$ cat src/rtl/chip8_fb_if.sv
// CHIP-8 framebuffer arbiter bus: CPU pixel port, scanout port, clear control and RAM port.
// The slave modport is the arbiter; the master modport is its environment (requesters plus RAM).
interface chip8_fb_if;
  logic        cpu_req;
  logic [10:0] cpu_addr;
  logic        cpu_flip;
  logic        cpu_ack;
  logic        cpu_val;
  logic        scan_req;
  logic [10:0] scan_addr;
  logic        scan_ack;
  logic        scan_data;
  logic        clr_start;
  logic        clr_busy;
  logic [10:0] ram_addr;
  logic        ram_we;
  logic        ram_wdata;
  logic        ram_rdata;

  modport slave (
    input  cpu_req, cpu_addr, cpu_flip, scan_req, scan_addr, clr_start, ram_rdata,
    output cpu_ack, cpu_val, scan_ack, scan_data, clr_busy, ram_addr, ram_we, ram_wdata
  );

  modport master (
    output cpu_req, cpu_addr, cpu_flip, scan_req, scan_addr, clr_start, ram_rdata,
    input  cpu_ack, cpu_val, scan_ack, scan_data, clr_busy, ram_addr, ram_we, ram_wdata
  );
endinterface

$ cat src/rtl/chip8_fb_arbiter.sv
// CHIP-8 framebuffer arbiter: CPU read/XOR-flip, scanout read and full-screen clear on one 1-bit RAM.
// Define CHIP8_FB_SCAN_FAIR_EN for round-robin CPU/scan arbitration (default: CPU has strict priority).
module chip8_fb_arbiter #(
  parameter int FB_PIXELS = 2048
) (
  input  logic      clk,
  input  logic      reset,
  chip8_fb_if.slave bus
);
  localparam int AW = 11;
  localparam logic [AW-1:0] LAST_ADDR = AW'(FB_PIXELS - 1);

  typedef enum logic [2:0] {
    IDLE    = 3'd0,
    CPU_RD  = 3'd1,
    CPU_WR  = 3'd2,
    SCAN_RD = 3'd3,
    CLEAR   = 3'd4
  } state_t;

  state_t        state_q, state_d;
  logic [AW-1:0] addr_q, addr_d;
  logic          flip_q, flip_d;
  logic [AW-1:0] cnt_q, cnt_d;
  logic          clr_pend_q, clr_pend_d;
  logic          scan_ack_q, scan_ack_d;
`ifdef CHIP8_FB_SCAN_FAIR_EN
  logic          last_cpu_q, last_cpu_d;
`endif

  logic scan_want;
  logic cpu_win;
  logic scan_win;
  logic clr_go;

  // Arbitration and next-state logic.
  always_comb begin
    state_d    = state_q;
    addr_d     = addr_q;
    flip_d     = flip_q;
    cnt_d      = cnt_q;
    clr_pend_d = clr_pend_q;
    scan_ack_d = 1'b0;
    clr_go     = clr_pend_q | bus.clr_start;
    // A scan request still high in its own ack cycle is the old request, not a new one.
    scan_want  = bus.scan_req & ~scan_ack_q;
`ifdef CHIP8_FB_SCAN_FAIR_EN
    last_cpu_d = last_cpu_q;
    cpu_win    = bus.cpu_req & (~scan_want | ~last_cpu_q);
`else
    cpu_win    = bus.cpu_req;
`endif
    scan_win   = scan_want & ~cpu_win;

    case (state_q)
      IDLE: begin
        if (clr_go) begin
          state_d    = CLEAR;
          clr_pend_d = 1'b0;
          cnt_d      = '0;
        end else if (cpu_win) begin
          state_d = CPU_RD;
          addr_d  = bus.cpu_addr;
          flip_d  = bus.cpu_flip;
`ifdef CHIP8_FB_SCAN_FAIR_EN
          last_cpu_d = 1'b1;
`endif
        end else if (scan_win) begin
          state_d = SCAN_RD;
          addr_d  = bus.scan_addr;
`ifdef CHIP8_FB_SCAN_FAIR_EN
          last_cpu_d = 1'b0;
`endif
        end else begin
          state_d = IDLE;
        end
      end
      CPU_RD: begin
        state_d    = CPU_WR;
        clr_pend_d = clr_go;
      end
      CPU_WR: begin
        if (clr_go) begin
          state_d    = CLEAR;
          clr_pend_d = 1'b0;
          cnt_d      = '0;
        end else begin
          state_d = IDLE;
        end
      end
      SCAN_RD: begin
        state_d    = IDLE;
        scan_ack_d = 1'b1;
        clr_pend_d = clr_go;
      end
      CLEAR: begin
        if (cnt_q == LAST_ADDR) begin
          state_d = IDLE;
          cnt_d   = '0;
        end else begin
          cnt_d = cnt_q + 11'd1;
        end
      end
      default: begin
        state_d = IDLE;
      end
    endcase
  end

  // State and latched-request registers.
  always_ff @(posedge clk) begin
    if (reset) begin
      state_q    <= IDLE;
      addr_q     <= 11'd0;
      flip_q     <= 1'b0;
      cnt_q      <= 11'd0;
      clr_pend_q <= 1'b0;
      scan_ack_q <= 1'b0;
`ifdef CHIP8_FB_SCAN_FAIR_EN
      last_cpu_q <= 1'b0;
`endif
    end else begin
      state_q    <= state_d;
      addr_q     <= addr_d;
      flip_q     <= flip_d;
      cnt_q      <= cnt_d;
      clr_pend_q <= clr_pend_d;
      scan_ack_q <= scan_ack_d;
`ifdef CHIP8_FB_SCAN_FAIR_EN
      last_cpu_q <= last_cpu_d;
`endif
    end
  end

  // RAM port and handshake outputs; reset forces everything quiet in the same cycle.
  always_comb begin
    bus.cpu_ack   = 1'b0;
    bus.cpu_val   = 1'b0;
    bus.scan_ack  = 1'b0;
    bus.scan_data = 1'b0;
    bus.clr_busy  = 1'b0;
    bus.ram_addr  = 11'd0;
    bus.ram_we    = 1'b0;
    bus.ram_wdata = 1'b0;
    if (reset) begin
      bus.ram_we = 1'b0;
    end else begin
      case (state_q)
        CPU_RD, SCAN_RD: begin
          bus.ram_addr = addr_q;
        end
        CPU_WR: begin
          bus.cpu_ack   = 1'b1;
          bus.cpu_val   = bus.ram_rdata;
          bus.ram_addr  = addr_q;
          bus.ram_we    = flip_q;
          bus.ram_wdata = flip_q & ~bus.ram_rdata;
        end
        CLEAR: begin
          bus.ram_addr = cnt_q;
          bus.ram_we   = 1'b1;
        end
        default: begin
          bus.ram_addr = 11'd0;
        end
      endcase
      bus.scan_ack  = scan_ack_q;
      bus.scan_data = scan_ack_q & bus.ram_rdata;
      bus.clr_busy  = (state_q == CLEAR) | clr_pend_q;
    end
  end
endmodule
$ cat src/flat_wrapper.sv
// flat-port wrapper written by rule: the top's interface ports become plain ports
module chip8_fb_arbiter_flat 
#(
  parameter int FB_PIXELS = 2048
)
  (clk, reset, bus_cpu_req, bus_cpu_addr, bus_cpu_flip, bus_scan_req, bus_scan_addr, bus_clr_start, bus_ram_rdata, bus_cpu_ack, bus_cpu_val, bus_scan_ack, bus_scan_data, bus_clr_busy, bus_ram_addr, bus_ram_we, bus_ram_wdata);
  chip8_fb_if bus_i ();
  input  logic clk;
  input  logic reset;
  input wire logic [$bits(bus_i.cpu_req)-1:0] bus_cpu_req;
  input wire logic [$bits(bus_i.cpu_addr)-1:0] bus_cpu_addr;
  input wire logic [$bits(bus_i.cpu_flip)-1:0] bus_cpu_flip;
  input wire logic [$bits(bus_i.scan_req)-1:0] bus_scan_req;
  input wire logic [$bits(bus_i.scan_addr)-1:0] bus_scan_addr;
  input wire logic [$bits(bus_i.clr_start)-1:0] bus_clr_start;
  input wire logic [$bits(bus_i.ram_rdata)-1:0] bus_ram_rdata;
  output wire logic [$bits(bus_i.cpu_ack)-1:0] bus_cpu_ack;
  output wire logic [$bits(bus_i.cpu_val)-1:0] bus_cpu_val;
  output wire logic [$bits(bus_i.scan_ack)-1:0] bus_scan_ack;
  output wire logic [$bits(bus_i.scan_data)-1:0] bus_scan_data;
  output wire logic [$bits(bus_i.clr_busy)-1:0] bus_clr_busy;
  output wire logic [$bits(bus_i.ram_addr)-1:0] bus_ram_addr;
  output wire logic [$bits(bus_i.ram_we)-1:0] bus_ram_we;
  output wire logic [$bits(bus_i.ram_wdata)-1:0] bus_ram_wdata;
  assign bus_i.cpu_req = bus_cpu_req;
  assign bus_i.cpu_addr = bus_cpu_addr;
  assign bus_i.cpu_flip = bus_cpu_flip;
  assign bus_i.scan_req = bus_scan_req;
  assign bus_i.scan_addr = bus_scan_addr;
  assign bus_i.clr_start = bus_clr_start;
  assign bus_i.ram_rdata = bus_ram_rdata;
  assign bus_cpu_ack = bus_i.cpu_ack;
  assign bus_cpu_val = bus_i.cpu_val;
  assign bus_scan_ack = bus_i.scan_ack;
  assign bus_scan_data = bus_i.scan_data;
  assign bus_clr_busy = bus_i.clr_busy;
  assign bus_ram_addr = bus_i.ram_addr;
  assign bus_ram_we = bus_i.ram_we;
  assign bus_ram_wdata = bus_i.ram_wdata;
  chip8_fb_arbiter #(.FB_PIXELS(FB_PIXELS)) u_core (.clk(clk), .reset(reset), .bus(bus_i));
endmodule
$ cat config.mk
export PLATFORM = sky130hd
export DESIGN_NAME = chip8_fb_arbiter_flat
export DESIGN_NICKNAME = d
export VERILOG_FILES = /design/src/rtl/chip8_fb_if.sv /design/src/rtl/chip8_fb_arbiter.sv /design/src/flat_wrapper.sv
export SDC_FILE = /design/constraint.sdc
export NUM_CORES = 1
export LEC_CHECK = 0
export BUFFER_PORTS_ARGS = -buffer_cell sky130_fd_sc_hd__buf_4
export CAP_MARGIN = 20
export CORE_AREA = 5 5 65 67
export DETAILED_ROUTE_END_ITERATION = 8
export DIE_AREA = 0 0 70 72
export PLACE_DENSITY = 0.83
export SLEW_MARGIN = 25
export SYNTH_ARGS = -nofsm -noshare
export SYNTH_HDL_FRONTEND = slang
export SYNTH_SLANG_ARGS = --single-unit
$ cat constraint.sdc
create_clock -name clk -period 1.8 [get_ports clk]
set_input_delay 0.09 -clock clk [delete_from_list [all_inputs] [get_ports clk]]
set_output_delay 0.09 -clock clk [all_outputs]
set_load 0.005 [all_outputs]
==> results of run 1 <==
[through the flow]
step	power, uW	TNS, ns	cell area, um^2	util
final	1440	0	2120	0.592
after global routing	1520	-0.0114	2120	0.592
after CTS	1440	0	2060	0.577
after detailed placement	1020	0	1990	0.557
after global placement	1020	0	1990	0.557
after floorplan	908	0	1590	-
[state kept, by name, indices dropped and copies added (netlist names)]
register and flops:
u_core.addr_q 11, u_core.cnt_q 11, u_core.state_q 3, u_core.clr_pend_q 1, u_core.flip_q 1, u_core.scan_ack_q 1
[synth_stat cells (2+ instances only)]
master,instances,area [um^2]
a31oi_1,13,81.3
or4_1,2,15.0
and2_1,2,12.5
nor3b_1,10,75.1
or3_1,2,12.5
nor2b_1,3,18.8
nand4_1,3,18.8
a211oi_1,13,97.6
a21oi_1,11,55.1
and4_1,2,17.5
o21ai_0,6,30.0
buf_1,2,7.51
mux2i_1,13,130
a22oi_1,4,30.0
dfxtp_1,28,561
inv_1,2,7.51
nand3_1,5,25.0
buf_6,2,22.5
nor3_1,5,25.0
clkbuf_1,14,52.6
nor2_1,35,131
nand2_1,6,22.5
[power breakdown]
group          total (uW)  switching, uW  internal, uW
sequential            679           20.9           659
clock                 414            189           225
combinational         351            184           167
[layer usage]
layer  wire (um)  vias up  track usage
li1            -      828            -
met1        1730      751        0.190
met2        1800       51        0.263
met3         268        6       0.0291
met4          71        0       0.0447
met5           0        -            0
[what timing repair did]
item,in CTS,in global routing
setup endpoints to repair,2,17
hold buffers,1,0
hold endpoints to repair,1,0
gates cloned,0,1
setup buffers,0,1
pin swaps,0,1
resized for setup,2,10
[cell families after synthesis]
kind of cell	Yosys count
muxes	13
AOI/OAI and AO/OA	54
adders and majority gates	1
buffers and inverters	22
and+or+nand+nor	82
DFF	28
[area by class of cell]
| class | count | area, um^2 |
|---|---|---|
| Clock buffer | 3 | 22.5 |
| Clock inverter | 1 | 30.0 |
| Multi-Input combinational cell | 150 | 963 |
| Tap cell | 48 | 60.1 |
| Sequential cell | 28 | 564 |
| Fill cell | 338 | 1460 |
| Timing Repair Buffer | 61 | 469 |
| Inverter | 2 | 7.51 |
[path summary, 6_finish.rpt]
path | start | endpoint | slack [ns] | depth (start not counted)
setup / recovery | u_core.cnt_q[1]$_SDFFE_PP0P_ | u_core.cnt_q[7]$_SDFFE_PP0P_ | 0.07 | 5
setup reg to reg | u_core.cnt_q[1]$_SDFFE_PP0P_ | u_core.cnt_q[7]$_SDFFE_PP0P_ | 0.07 | 5
hold reg to reg | u_core.addr_q[9]$_SDFFE_PP0P_ | u_core.addr_q[9]$_SDFFE_PP0P_ | 0.51 | 2
hold / removal | bus_scan_addr[6] | u_core.addr_q[6]$_SDFFE_PP0P_ | 0.08 | 3
[tightest hold or removal path, stage by stage]
cell and delay (ns):
buf_4 0.10, mux2i_1 0.11, a211oi_1 0.08
==> out/results.ini, run 1 <==
[outcome]
status=finished, final reports clean

[floorplanning]
die_h_um=72
die-area_um2=5040
fp-row-count=22
ios=47
die_w_um=70
coreArea_um2=3580
start_util=0.445

[synth]
synthFlopType=dfxtp_1
synth-seq-cells=28
synthSimpleGateAreaFrac=0.268
yosys_warnings=0
synth_top_family_by_area=simple AND/OR/NAND/NOR gates
synth_edf_count=0
syn_area_per_cell_um2=7.96
syn-num-nets=230
ys_seq_area_frac=0.352
synth_compound_area_frac=0.226
syn_inst=200
netlist_area_um2=1590
ys_types=39
synth.area.mux_share=0.0818
yosys.area_share.adder=0.00786
async_flop_share=0
synth_xor_area_frac=0

[global_route]
grt_pass1_wl_mm=6.42
antenna_found_initial=0
grt.total_usage=0.151
grt_pass1_vias=1459
grt_overflow=0
grt_max_degree=44

[worst_setup_path]
slowest_stage=or4_1
required_ns=2.08
crit_family=simple AND/OR/NAND/NOR gates
path_class=reg -> reg
end_kind=register
crit_path_cell_trace=ha_1, and4_1, a41o_1, or4_1, a21oi_2
worst_path_largest_cell_delay_ns=0.49
critPathArrivalTime_ns=2.01
crit_fanout=3
cp.buffers_inverters=0
start_kind=register

[drt]
drtIter0Drc=125
drc=0
num_vias=1636
wirelength_mm=3.87
viasPerCell=5.58
ant_nets=0
wl_per_cell_um=13.2
first_pass_iters=4

[place]
gp_congestion=0.853
dp.cells=286
io_buffer_count=46
hpwlAfterDp_mm=2.74
place_ws_ns=0.122

[clocking]
clkTransAtPathRegs_ns=0.15
numCtsBuffers=3
h-tree-depth=1
cts.sinks=28
clk_path_buf_depth=2
cts_tree=yes
clk_latency_ns=0.33
root_buffer=clkbuf_4

[sta]
finalSetupViolations=0
fin_skew_ns=0.00225
worst_pin_slew_ns=0.440
period_share=0.963
fin_crit_ns=1.73
worst_slack_ns=0.0668
fmax_ghz=0.577
hold_slack_ns=0.0808
slew_violations=0
hold_violations=0
relSlewSlack=0.707

[cells_and_area]
antenna_cells=0
final_cell_mix=buf_4, nor2_1, dfxtp_1
fin_cells=293
layout-drive-gt1-share=0.298
fin_nets=276
area_growth_pct=33.0
final_common_cell=buf_4

[power_and_ir_drop]
peakVddDrop_v=0.000439
power.leakage_uw=0.000859
p_per_area_nw_per_um2=683

[min_path]
min_path_type=in -> reg

[flow_run]
drv_cap=0

(Power assumes the default switching activity.)
==> run 2: changes to the inputs <==
--- a/config.mk
+++ b/config.mk
@@ -7,10 +7,10 @@
 export LEC_CHECK = 0
 export BUFFER_PORTS_ARGS = -buffer_cell sky130_fd_sc_hd__buf_4
 export CAP_MARGIN = 20
-export CORE_AREA = 5 5 65 67
+export CORE_AREA = 5 5 62 64
 export DETAILED_ROUTE_END_ITERATION = 8
-export DIE_AREA = 0 0 70 72
-export PLACE_DENSITY = 0.83
+export DIE_AREA = 0 0 67 69
+export PLACE_DENSITY = 0.84
 export SLEW_MARGIN = 25
 export SYNTH_ARGS = -nofsm -noshare
 export SYNTH_HDL_FRONTEND = slang
==> constraint.sdc (replaced) <==
create_clock -name clk -period 1.9 [get_ports clk]
set_input_delay 0.19 -clock clk [delete_from_list [all_inputs] [get_ports clk]]
set_output_delay 0.19 -clock clk [all_outputs]
set_load 0.005 [all_outputs]
==> out/results.ini, run 2 (synthesis gave the netlist of run 1 again) <==
[power_and_ir_drop]
peakVddDrop_v=0.000520
power.leakage_uw=0.000856
p_per_area_nw_per_um2=658

[cells_and_area]
antenna_cells=0
area_growth_pct=33.3
final_common_cell=buf_4
reg_top3=u_core.addr_q (11), u_core.cnt_q (11), u_core.state_q (3)
layout-drive-gt1-share=0.307
final_cell_mix=buf_4, nor2_1, dfxtp_1
fin_cells=290
fin_nets=275

[floorplanning]
die-area_um2=4620
coreArea_um2=3230
ios=47
fp-row-count=21
die_w_um=67
start_util=0.492
die_h_um=69

[sta]
hold_violations=0
finalSetupViolations=0
fmax_ghz=0.548
worst_pin_slew_ns=0.383
fin_skew_ns=0.00441
slew_violations=0
relSlewSlack=0.745
tns_ns=0
fin_crit_ns=1.82
period_share=0.960
hold_slack_ns=0.0883

[clocking]
cts.sinks=28
h-tree-depth=1
cts_tree=yes
clk_path_buf_depth=2
root_buffer=clkbuf_4
numCtsBuffers=3
clkTransAtPathRegs_ns=0.16
clk_latency_ns=0.33

[place]
hpwlAfterDp_mm=3.02
io_buffer_count=46
gp_congestion=0.861
dp.cells=284

[worst_setup_path]
start_kind=register
path_class=reg -> out
end_kind=primary output
required_ns=1.71
reg2reg_from=u_core.cnt_q[0]$_SDFFE_PP0P_
crit_fanout=9
critPathArrivalTime_ns=1.63
crit_start=u_core.state_q[0]$_SDFFE_PP0P_

[drt]
viasPerCell=5.75
num_vias=1668
drc=0
first_pass_iters=4
wirelength_mm=4.37
drtIter0Drc=96
ant_nets=0
wl_per_cell_um=15.1

[flow_run]
drv_cap=0

[global_route]
grt_pass1_wl_mm=6.93
grt_pass1_vias=1512
antenna_found_initial=0
grt.total_usage=0.185
grt_max_degree=31
grt_overflow=0

[min_path]
hp-start=bus_cpu_flip
min_path_type=in -> reg

[outcome]
status=finished, final reports clean

run 2: cell count changes in the layout (fill, tap and decap cells not counted), sizes merged:
cell         delta
buf             -1
clkbuf          +1
dlygate4sd3     -1
run 2: worst paths after layout:
| check | cells past startpoint | to | slack, ns |
|---|---|---|---|
| max reg2reg | 5 | u_core.cnt_q[7]$_SDFFE_PP0P_ | 0.10 |
| max | 7 | bus_ram_addr[5] | 0.08 |
| min | 3 | u_core.flip_q$_SDFFE_PP0P_ | 0.09 |
| min reg2reg | 2 | u_core.addr_q[0]$_SDFFE_PP0P_ | 0.51 |
run 2: what timing repair did:
action,4_1_cts,5_1_grt
setup endpoints to repair,9,14
gates resized for setup,4,12
buffers inserted,0,1
pin swaps,0,1
hold endpoints to repair,0,0
cloned,0,1
hold buffers,0,0
run 2: worst max-delay path, stage by stage (launching register included):
cell and delay [ns]:
dfxtp_2 0.36, buf_6 0.14, nor2_4 0.16, buf_6 0.17, nor3b_1 0.06, a31oi_1 0.20
nor2_1 0.06, buf_4 0.14
run 2: area by class of cell:
| type | instances | area [um^2] |
|---|---|---|
| repair buffers | 60 | 462 |
| well taps | 46 | 57.6 |
| clock buffers | 3 | 22.5 |
| clock inverters | 1 | 30.0 |
| fillers | 270 | 1110 |
| multi-input cells | 150 | 977 |
| inverters | 2 | 7.51 |
| flip-flops and latches | 28 | 564 |
run 2: report_power, final:
part | switching, uW | leakage (uW) | internal (uW) | total (uW)
combinational | 186 | 0.000598 | 165 | 351
clock | 182 | 0.0000279 | 213 | 395
sequential | 23.5 | 0.000230 | 626 | 650
run 2: stage by stage:
stage	utilization	instance area (um^2)	worst slack, ns	total power [uW]
6_report	0.656	2120	0.0765	1400
5_1_grt	0.656	2120	-0.0309	1460
4_1_cts	0.637	2060	0.0284	1380
3_5_place_dp	0.616	1990	0.130	979
3_3_place_gp	0.616	1990	0.165	967
2_1_floorplan	-	1590	0.0816	860
run 2: per-layer routing:
metal / GRT usage / up-vias / share of wire
li1: - / 825 / -
met1: 0.230 / 788 / 0.41
met2: 0.313 / 51 / 0.52
met3: 0.0390 / 4 / 0.061
met4: 0.0518 / 0 / 0.0085
met5: 0 / - / 0
==> run 3: changes to the inputs <==
--- a/config.mk
+++ b/config.mk
@@ -7,10 +7,11 @@
 export LEC_CHECK = 0
 export BUFFER_PORTS_ARGS = -buffer_cell sky130_fd_sc_hd__buf_4
 export CAP_MARGIN = 20
-export CORE_AREA = 5 5 62 64
+export CORE_AREA = 5 5 61 63
+export CTS_BUF_LIST = sky130_fd_sc_hd__clkbuf_8
 export DETAILED_ROUTE_END_ITERATION = 8
-export DIE_AREA = 0 0 67 69
-export PLACE_DENSITY = 0.84
+export DIE_AREA = 0 0 66 68
+export PLACE_DENSITY = 0.87
 export SLEW_MARGIN = 25
 export SYNTH_ARGS = -nofsm -noshare
 export SYNTH_HDL_FRONTEND = slang
==> out/results.ini, run 3 (synthesis gave the netlist of run 1 again) <==
[sta]
rsz0062_at_grt=false
fmax_ghz=0.559
tns_ns=0
finalSetupViolations=0
slew_violations=0
worst_pin_slew_ns=0.396
relSlewSlack=0.736
hold_violations=0
fin_crit_ns=1.79
fin_skew_ns=0.00592
period_share=0.942

[cells_and_area]
layout-drive-gt1-share=0.266
fillers=266
multi_input_comb_area_um2=935
fin_nets=272
reg_top3=u_core.addr_q (11), u_core.cnt_q (11), u_core.state_q (3)
seq_area_um2=561
final_cell_mix=buf_4, nor2_1, dfxtp_1
antenna_cells=0
area_growth_pct=28.6
final_common_cell=buf_4

[worst_setup_path]
path_class=reg -> reg
reg2reg_to=u_core.cnt_q[7]$_SDFFE_PP0P_
slowest_stage=or4_1
crit_start=u_core.cnt_q[0]$_SDFFE_PP0P_
worst_path_largest_cell_delay_ns=0.48
worst-r2r-cell-count=5
reg2reg_slack_ns=0.11
cp.depth=5
end_kind=register
start_kind=register
crit_path_cell_trace=ha_1, and4_1, a41o_1, or4_1, a21oi_1
required_ns=2.11
reg2reg_from=u_core.cnt_q[0]$_SDFFE_PP0P_
crit_end=u_core.cnt_q[7]$_SDFFE_PP0P_
critPathArrivalTime_ns=2.00
crit_fanout=5
crit_family=simple AND/OR/NAND/NOR gates
cp.buffers_inverters=0

[drt]
wl_per_cell_um=13.7
wirelength_mm=3.93
ant_nets=0
drc=0
first_pass_iters=4
drtIter0Drc=103
viasPerCell=5.65
num_vias=1622

[place]
gp_congestion=0.905
hpwlAfterDp_mm=2.91
io_buffer_count=46

[global_route]
grt_overflow=0
grt_max_degree=42
grt_pass1_wl_mm=6.51
antenna_found_initial=0
grt.total_usage=0.186
grt_pass1_vias=1491

[power_and_ir_drop]
p_per_area_nw_per_um2=650
peakVddDrop_v=0.000353
power.leakage_uw=0.000829
power.total_uw=1330

[clocking]
h-tree-depth=1
cts.hold.buffers_added=0
clkTransAtPathRegs_ns=0.09
clk_latency_ns=0.28
cts.sinks=28
numCtsBuffers=3
post_cts_buffers=0
root_buffer=clkbuf_8
clk_path_buf_depth=2
cts_tree=yes

[outcome]
status=finished, final reports clean

[floorplanning]
fp-row-count=21
die-area_um2=4490
ios=47
die_w_um=66
start_util=0.501
coreArea_um2=3180
die_h_um=68

[min_path]
hp-start=bus_cpu_flip
min_path_type=in -> reg

[flow_run]
drv_cap=0

run 3: where the power goes:
group,internal (uW),switching (uW),total [uW]
combinational,148,164,311
sequential,624,25.1,649
clock,186,185,370
total,958,373,1330
run 3: area by class of cell:
cell class,instances,share of cell area
inverter,2,0.00367
multi-input combinational,150,0.457
tap,46,0.0281
sequential,28,0.274
timing repair buffer,57,0.211
clock buffer,4,0.0269
run 3: tightest hold or removal path, cell delays in order:
cell	delay [ns]
buf_4	0.07
mux2i_1	0.05
nor2_1	0.07
run 3: routing by layer:
metal	global-route usage	up-vias	wire length [um]	part of all wire
met1	0.217	738	1670	0.42
met3	0.0378	5	291	0.074
met5	0	-	0	0
met4	0.0838	0	62	0.016
li1	-	821	-	-
met2	0.329	58	1910	0.49
run 3: stage by stage:
| stage | hold slack, ns | std cells | utilization | setup slack (ns) | cell area (um^2) |
|---|---|---|---|---|---|
| 2_1_floorplan | 0.334 | 200 | - | 0.0816 | 1590 |
| 3_3_place_gp | 0.422 | 283 | 0.623 | 0.199 | 1980 |
| 3_5_place_dp | 0.432 | 283 | 0.623 | 0.140 | 1980 |
| 4_1_cts | 0.138 | 287 | 0.641 | 0.0139 | 2040 |
| 5_1_grt | 0.133 | 287 | 0.644 | 0.00199 | 2050 |
| 6_report | 0.139 | 287 | 0.644 | 0.111 | 2050 |
run 3: worst min-delay path by stage:
stage	to	slack [ns]	cells past startpoint
2_1_floorplan	u_core.flip_q$_SDFFE_PP0P_	0.33	2
4_1_cts	u_core.flip_q$_SDFFE_PP0P_	0.14	3
3_3_place_gp	u_core.flip_q$_SDFFE_PP0P_	0.42	3
5_1_grt	u_core.flip_q$_SDFFE_PP0P_	0.13	3
6_report	u_core.flip_q$_SDFFE_PP0P_	0.14	3
3_5_place_dp	u_core.flip_q$_SDFFE_PP0P_	0.43	3
run 3: timing repair:
action / CTS / global route
setup endpoints to repair: 0 / 5
gates resized for setup: 0 / 2
hold endpoints to repair: 0 / 0
